<file path="src/rtl/alu_issue_stage.sv">
`default_nettype none
// ============================================================================
//  Module   : alu_issue_stage
//  Purpose  : RV32I ID/EX boundary. Decodes opcode/funct3/funct7 into a 4-bit
//             ALU opcode, selects ALU operands (rs1/PC, rs2/immediate) and
//             registers the result into the ID/EX pipeline register with
//             valid, stall and flush control.
//  Revision : 1.0  initial release
// ============================================================================
module alu_issue_stage #(
  parameter int XLEN = 32
) (
  input  logic            clk_I,
  input  logic            rstn_I,
  input  logic            valid_I,
  input  logic [31:0]     instr_I,
  input  logic [XLEN-1:0] pc_I,
  input  logic [XLEN-1:0] rs1Data_I,
  input  logic [XLEN-1:0] rs2Data_I,
  input  logic            stall_I,
  input  logic            flush_I,
  output logic            ready_O,
  output logic            valid_O,
  output logic [XLEN-1:0] regA_O,
  output logic [XLEN-1:0] regB_O,
  output logic [3:0]      aluOP_O,
  output logic [4:0]      rd_O,
  output logic            regWrite_O,
  output logic [XLEN-1:0] storeData_O,
  output logic            illegal_O
);

  // ALU opcode encoding seen by the downstream ALU
  localparam logic [3:0] ALU_ADD  = 4'd0;
  localparam logic [3:0] ALU_SUB  = 4'd1;
  localparam logic [3:0] ALU_SLL  = 4'd2;
  localparam logic [3:0] ALU_SRA  = 4'd3;
  localparam logic [3:0] ALU_SRL  = 4'd4;
  localparam logic [3:0] ALU_AND  = 4'd5;
  localparam logic [3:0] ALU_OR   = 4'd6;
  localparam logic [3:0] ALU_XOR  = 4'd7;
  localparam logic [3:0] ALU_SLT  = 4'd8;
  localparam logic [3:0] ALU_SLTU = 4'd9;
  localparam logic [3:0] ALU_NOP  = 4'd15;

  // Major opcodes handled by this stage
  localparam logic [6:0] OPC_OP     = 7'b0110011;
  localparam logic [6:0] OPC_OP_IMM = 7'b0010011;
  localparam logic [6:0] OPC_LUI    = 7'b0110111;
  localparam logic [6:0] OPC_AUIPC  = 7'b0010111;
  localparam logic [6:0] OPC_LOAD   = 7'b0000011;
  localparam logic [6:0] OPC_STORE  = 7'b0100011;

  localparam logic [6:0] F7_BASE = 7'b0000000;
  localparam logic [6:0] F7_ALT  = 7'b0100000;

  // Instruction fields
  logic [6:0] opcode;
  logic [2:0] funct3;
  logic [6:0] funct7;
  logic [4:0] rd;

  assign opcode = instr_I[6:0];
  assign funct3 = instr_I[14:12];
  assign funct7 = instr_I[31:25];
  assign rd     = instr_I[11:7];

  // Immediates, sign-extended to the datapath width
  logic [XLEN-1:0] imm_i;
  logic [XLEN-1:0] imm_s;
  logic [XLEN-1:0] imm_u;

  assign imm_i = {{(XLEN-12){instr_I[31]}}, instr_I[31:20]};
  assign imm_s = {{(XLEN-12){instr_I[31]}}, instr_I[31:25], instr_I[11:7]};
  assign imm_u = {{(XLEN-32){instr_I[31]}}, instr_I[31:12], 12'b0};

  // funct3 to ALU opcode for OP / OP-IMM, using the base (funct7=0) variant
  function automatic logic [3:0] base_op(input logic [2:0] f3);
    logic [3:0] op;
    op = ALU_ADD;
    case (f3)
      3'b000:  op = ALU_ADD;
      3'b001:  op = ALU_SLL;
      3'b010:  op = ALU_SLT;
      3'b011:  op = ALU_SLTU;
      3'b100:  op = ALU_XOR;
      3'b101:  op = ALU_SRL;
      3'b110:  op = ALU_OR;
      default: op = ALU_AND;
    endcase
    return op;
  endfunction

  // Decoded (pre-register) values
  logic [3:0]      dec_op;
  logic [XLEN-1:0] dec_a;
  logic [XLEN-1:0] dec_b;
  logic            dec_write;
  logic            dec_illegal;

  // Decode opcode/funct fields into ALU opcode, operands and write enable
  always_comb begin
    dec_op      = ALU_ADD;
    dec_a       = '0;
    dec_b       = '0;
    dec_write   = 1'b1;
    dec_illegal = 1'b0;

    case (opcode)
      OPC_OP: begin
        dec_a = rs1Data_I;
        dec_b = rs2Data_I;
        if (funct7 == F7_BASE) begin
          dec_op = base_op(funct3);
        end else if (funct7 == F7_ALT) begin
          if (funct3 == 3'b000) begin
            dec_op = ALU_SUB;
          end else if (funct3 == 3'b101) begin
            dec_op = ALU_SRA;
          end else begin
            dec_illegal = 1'b1;
          end
        end else begin
          dec_illegal = 1'b1;
        end
      end

      OPC_OP_IMM: begin
        // B keeps the whole immediate even for shifts; the ALU uses B[4:0]
        dec_a  = rs1Data_I;
        dec_b  = imm_i;
        dec_op = base_op(funct3);
        if (funct3 == 3'b001 && funct7 != F7_BASE) begin
          dec_illegal = 1'b1;
        end else if (funct3 == 3'b101) begin
          if (funct7 == F7_ALT) begin
            dec_op = ALU_SRA;
          end else if (funct7 != F7_BASE) begin
            dec_illegal = 1'b1;
          end
        end
      end

      OPC_LUI: begin
        dec_b = imm_u;
      end

      OPC_AUIPC: begin
        dec_a = pc_I;
        dec_b = imm_u;
      end

      OPC_LOAD: begin
        dec_a = rs1Data_I;
        dec_b = imm_i;
        if (funct3 == 3'b011 || funct3 == 3'b110 || funct3 == 3'b111) begin
          dec_illegal = 1'b1;
        end
      end

      OPC_STORE: begin
        dec_a     = rs1Data_I;
        dec_b     = imm_s;
        dec_write = 1'b0;
        if (funct3 > 3'b010) begin
          dec_illegal = 1'b1;
        end
      end

      default: begin
        dec_illegal = 1'b1;
      end
    endcase

    // Unsupported encodings travel down as a NOP flagged illegal; the trap
    // decision belongs to a later stage
    if (dec_illegal) begin
      dec_op    = ALU_NOP;
      dec_a     = '0;
      dec_b     = '0;
      dec_write = 1'b0;
    end

    // x0 is never written
    if (rd == 5'd0) begin
      dec_write = 1'b0;
    end
  end

  // Upstream may present a new instruction whenever the register is not held
  assign ready_O = !stall_I;

  // ID/EX pipeline register: flush > stall > capture > bubble
  always_ff @(posedge clk_I or negedge rstn_I) begin
    if (!rstn_I) begin
      valid_O     <= 1'b0;
      regA_O      <= '0;
      regB_O      <= '0;
      aluOP_O     <= 4'd0;
      rd_O        <= 5'd0;
      regWrite_O  <= 1'b0;
      storeData_O <= '0;
      illegal_O   <= 1'b0;
    end else if (flush_I || (!stall_I && !valid_I)) begin
      valid_O     <= 1'b0;
      regA_O      <= '0;
      regB_O      <= '0;
      aluOP_O     <= 4'd0;
      rd_O        <= 5'd0;
      regWrite_O  <= 1'b0;
      storeData_O <= '0;
      illegal_O   <= 1'b0;
    end else if (!stall_I) begin
      valid_O     <= 1'b1;
      regA_O      <= dec_a;
      regB_O      <= dec_b;
      aluOP_O     <= dec_op;
      rd_O        <= rd;
      regWrite_O  <= dec_write;
      storeData_O <= rs2Data_I;
      illegal_O   <= dec_illegal;
    end
  end

endmodule
`default_nettype wire

</file>
<file path="config.mk">
export PLATFORM = sky130hd
export DESIGN_NAME = alu_issue_stage
export DESIGN_NICKNAME = d
export VERILOG_FILES = /design/src/rtl/alu_issue_stage.sv
export SDC_FILE = /design/constraint.sdc
export NUM_CORES = 1
export LEC_CHECK = 0
export ABC_CLOCK_PERIOD_IN_PS = 1600
export CAP_MARGIN = 20
export CORE_UTILIZATION = 44
export DETAILED_ROUTE_END_ITERATION = 16
export MAX_ROUTING_LAYER = met4
export PLACE_DENSITY = 0.94
export SETUP_SLACK_MARGIN = 0.2
export SYNTH_ARGS = -nofsm -noshare
export SYNTH_HDL_FRONTEND = slang
export SYNTH_SLANG_ARGS = --single-unit
</file>
<file path="constraint.sdc">
create_clock -name clk_I -period 1.6 [get_ports clk_I]
set_input_delay 0.24 -clock clk_I [delete_from_list [all_inputs] [get_ports clk_I]]
set_output_delay 0.24 -clock clk_I [all_outputs]
set_load 0.02 [all_outputs]
</file>
==> results.toml <==
[critical_path]
endpoint_kind = "flip-flop"
cp_data_required_time_ns = 1.90
path_class = "primary input to flip-flop"
arrival_ns = 1.89
crit_path_max_fanout = 4
r2r-end = "aluOP_O[1]"
worstRegToRegCells = 2
r2r_slack_ns = 0.71
timing.rr.start = "aluOP_O[1]"
worst_setup_path_start_kind = "primary input"

[logic_synthesis]
muxShareOfSynthArea = 0.0246
yosysWarningCount = 0
synth_top_area_cell = "dfrtp_1"
synth-xor-area-share = 0.00177
synth_top_family_by_area = "compound AO/OA/AOI/OAI gates"
ys_ff_latch = 108
synth-compound-area-share = 0.284
synth-simple-area-share = 0.100
yosys.area_share.adder = 0
synth_area_leaders = "dfrtp_1, a22o_1, a22oi_1, o21ai_0, nand2_1"
syn-num-nets = 608
ys_types = 48
ys_seq_area_frac = 0.548
syn_area_per_cell_sq_um = 10.4
synth.top_cell.area_share = 0.548
synthCells = 475
synth_area_sq_um = 4940

[detailed_routing]
drt_iter0_markers = 564
route.vias.total = 5592
detail_route.vias_per_cell = 6.08
ant_nets = 0
drtPass1Iterations = 5
avgRoutedWirePerCell_um = 22.9
drt-total-wl_mm = 21.0
drc = 0

[sta]
drv_slew = 0
slew_headroom = 0.610
min_period_ns = 1.58
setup_viol = 0
fin_crit_sh = 0.991
fin_skew_ns = 0
timing.fmax_mhz = 631
rsz0062_at_grt = "yes"
hold_viol_final = 0
tightest_slew_ns = 0.584
hold-worst-slack_ns = 0.232

[worst_hold_path]
holdCritPathClass = "primary input to asynchronous set/reset pin"

[power_and_ir_drop]
power.switching_uw = 1480
seqPwrFrac = 0.525
p_int_uw = 3860
p_total_uw = 5330
swShare = 0.277
vdd_drop_max_mv = 0.393
powerDensity_nw_per_um2 = 608
p_leak_uw = 0.00419
pwr-share-comb = 0.187
p_clk_frac = 0.288

[global_routing]
antenna_found_initial = 0
grt_max_degree = 40
grt-ovfl-total = 0
grt_usage = 0.374
grt_pass1_wl_mm = 31.6
grt_pass1_vias = 5851

[die]
io_pins = 242
dieArea_sq_um = 11600
rows = 38
initial_utilization = 0.453
die_w_um = 108
die_y_um = 108
core_sq_um = 10900

[cells_and_area]
fill_cells = 643
nNetsFinal = 908
area_growth_pct = 77.7
multi_input_area_sq_um = 2490
layout-drive-gt1-share = 0.264
stdcell_count = 919
seq_area_sq_um = 2700
diodes = 0

[placed_design]
gp_congestion = 0.957
port_buffers = 241
dp_hpwl_mm = 13.3
dp.cells = 869

[clock_tree]
cts-root-buf = "clkbuf_8"
clkTransAtPathRegs_ns = 0.10
htreeDepth = 3
cts_made_buffers = 9
clk_latency_ns = 0.37
cts_tree = "built"
ctsLongestPathBuffers = 2
clock-sinks = 108

[run_status]
status = "complete, no violations"

[flow_run]
cap_violations = 0
-- worst max-delay path, cell delays in order --
cell and delay [ns]:
buf_8 0.10, nor4_4 0.28, buf_4 0.20, nand3_4 0.08
a211oi_4 0.28, nand3_4 0.14, buf_12 0.19, buf_6 0.12
buf_16 0.13, o21ai_4 0.12
-- power by group through the flow --
| stage | logic, uW | registers [uW] | clock network (uW) |
|---|---|---|---|
| 2_1_floorplan | 219 | 2900 | 0 |
| 3_5_place_dp | 946 | 2850 | 0 |
| 4_1_cts | 962 | 2800 | 1520 |
| 5_1_grt | 1050 | 2810 | 1650 |
| 6_report | 998 | 2800 | 1530 |
| 3_3_place_gp | 918 | 2850 | 0 |
-- metal layers --
| metal | vias up | routed length [um] | GRT usage |
|---|---|---|---|
| met3 | 94 | 1690 | 0.0660 |
| met1 | 2714 | 7520 | 0.421 |
| met5 | - | 0 | - |
| met2 | 402 | 10900 | 0.639 |
| li1 | 2382 | - | - |
| met4 | 0 | 953 | 0.192 |
-- stage by stage --
stage	setup WS [ns]	util	cell area, sq um	setup TNS [ns]
final	0.0151	0.806	8770	0
after global placement	-0.581	0.724	7890	-42.80
after detailed placement	-0.616	0.724	7890	-48.42
after floorplan	-0.0656	-	4980	-0.950
after global routing	-0.0235	0.806	8770	-0.0370
after CTS	0.0648	0.794	8650	0
-- what timing repair did --
item                                    4_1_cts  5_1_grt
pin swaps                                    53       17
endpoints found under the setup margin      209       79
endpoints found under the hold margin        80        0
resized for setup                           304       37
buffers inserted                             19        3
hold buffers                                  1        0
gates cloned                                 12        0
-- cell usage in the layout, fill, tap and decap left out, types with 9 or more instances in the layout --
cell type | netlist | final
buf_4 | 1 | 57
dfrtp_1 | 108 | 108
o21ai_2 | 0 | 45
o21ai_0 | 58 | 18
a22o_1 | 53 | 53
buf_6 | 2 | 13
buf_2 | 6 | 10
a22oi_1 | 49 | 49
buf_12 | 0 | 10
mux2i_1 | 11 | 11
a21oi_1 | 13 | 13
clkbuf_8 | 0 | 9
dlygate4sd2_1 | 0 | 105
nand2_1 | 62 | 61
clkdlybuf4s50_1 | 0 | 111
-- worst max path at each step --
stage	start	end	slack, ns
5_1_grt	instr_I[26]	regA_O[18]	-0.02
4_1_cts	instr_I[25]	regA_O[17]	0.06
3_5_place_dp	flush_I	regB_O[26]	-0.62
2_1_floorplan	instr_I[6]	regB_O[26]	-0.07
3_3_place_gp	instr_I[5]	regB_O[15]	-0.58
6_report	instr_I[26]	regA_O[21]	0.02
-- flip-flops by register name (all words and copies together) (netlist names) --
register	count
regB_O	32
rd_O	5
storeData_O	32
regA_O	32
valid_O	1
illegal_O	1
aluOP_O	4
regWrite_O	1
-- Yosys cell counts, drive strengths merged --
cell / count
o41ai: 1
nand4: 1
nand2b: 2
nand4bb: 1
mux2: 1
or3b: 1
clkbuf: 32
a22oi: 49
nand3: 5
o31ai: 1
a311oi: 1
a22o: 53
and3: 4
or4: 3
o21ai: 71
a21boi: 1
inv: 4
nor3b: 3
and4bb: 1
xnor2: 1
nor2b: 2
nand2: 62
a211o: 1
mux2i: 11
nor3: 3
a32oi: 3
o221ai: 1
o32ai: 1
a21oi: 13
a211oi: 3
buf: 11
a31oi: 2
nor2: 11
o211ai: 2
nor4: 2
and2: 3
dfrtp: 108
-- cells by family after synthesis --
family / count (synthesis)
buffers and inverters: 47
and+or+nand+nor: 104
DFF: 108
AOI/OAI and AO/OA: 203
muxes: 12
xor gates and xnor gates: 1
-- area by class of cell --
| type | count | area share |
|---|---|---|
| inverters | 4 | 0.00171 |
| repair buffers | 329 | 0.367 |
| multi-input cells | 323 | 0.284 |
| flip-flops and latches | 108 | 0.308 |
| clock buffers | 10 | 0.0146 |
| well taps | 140 | 0.0200 |
| clock inverters | 5 | 0.00442 |
Power figures use the tool's default switching activity.
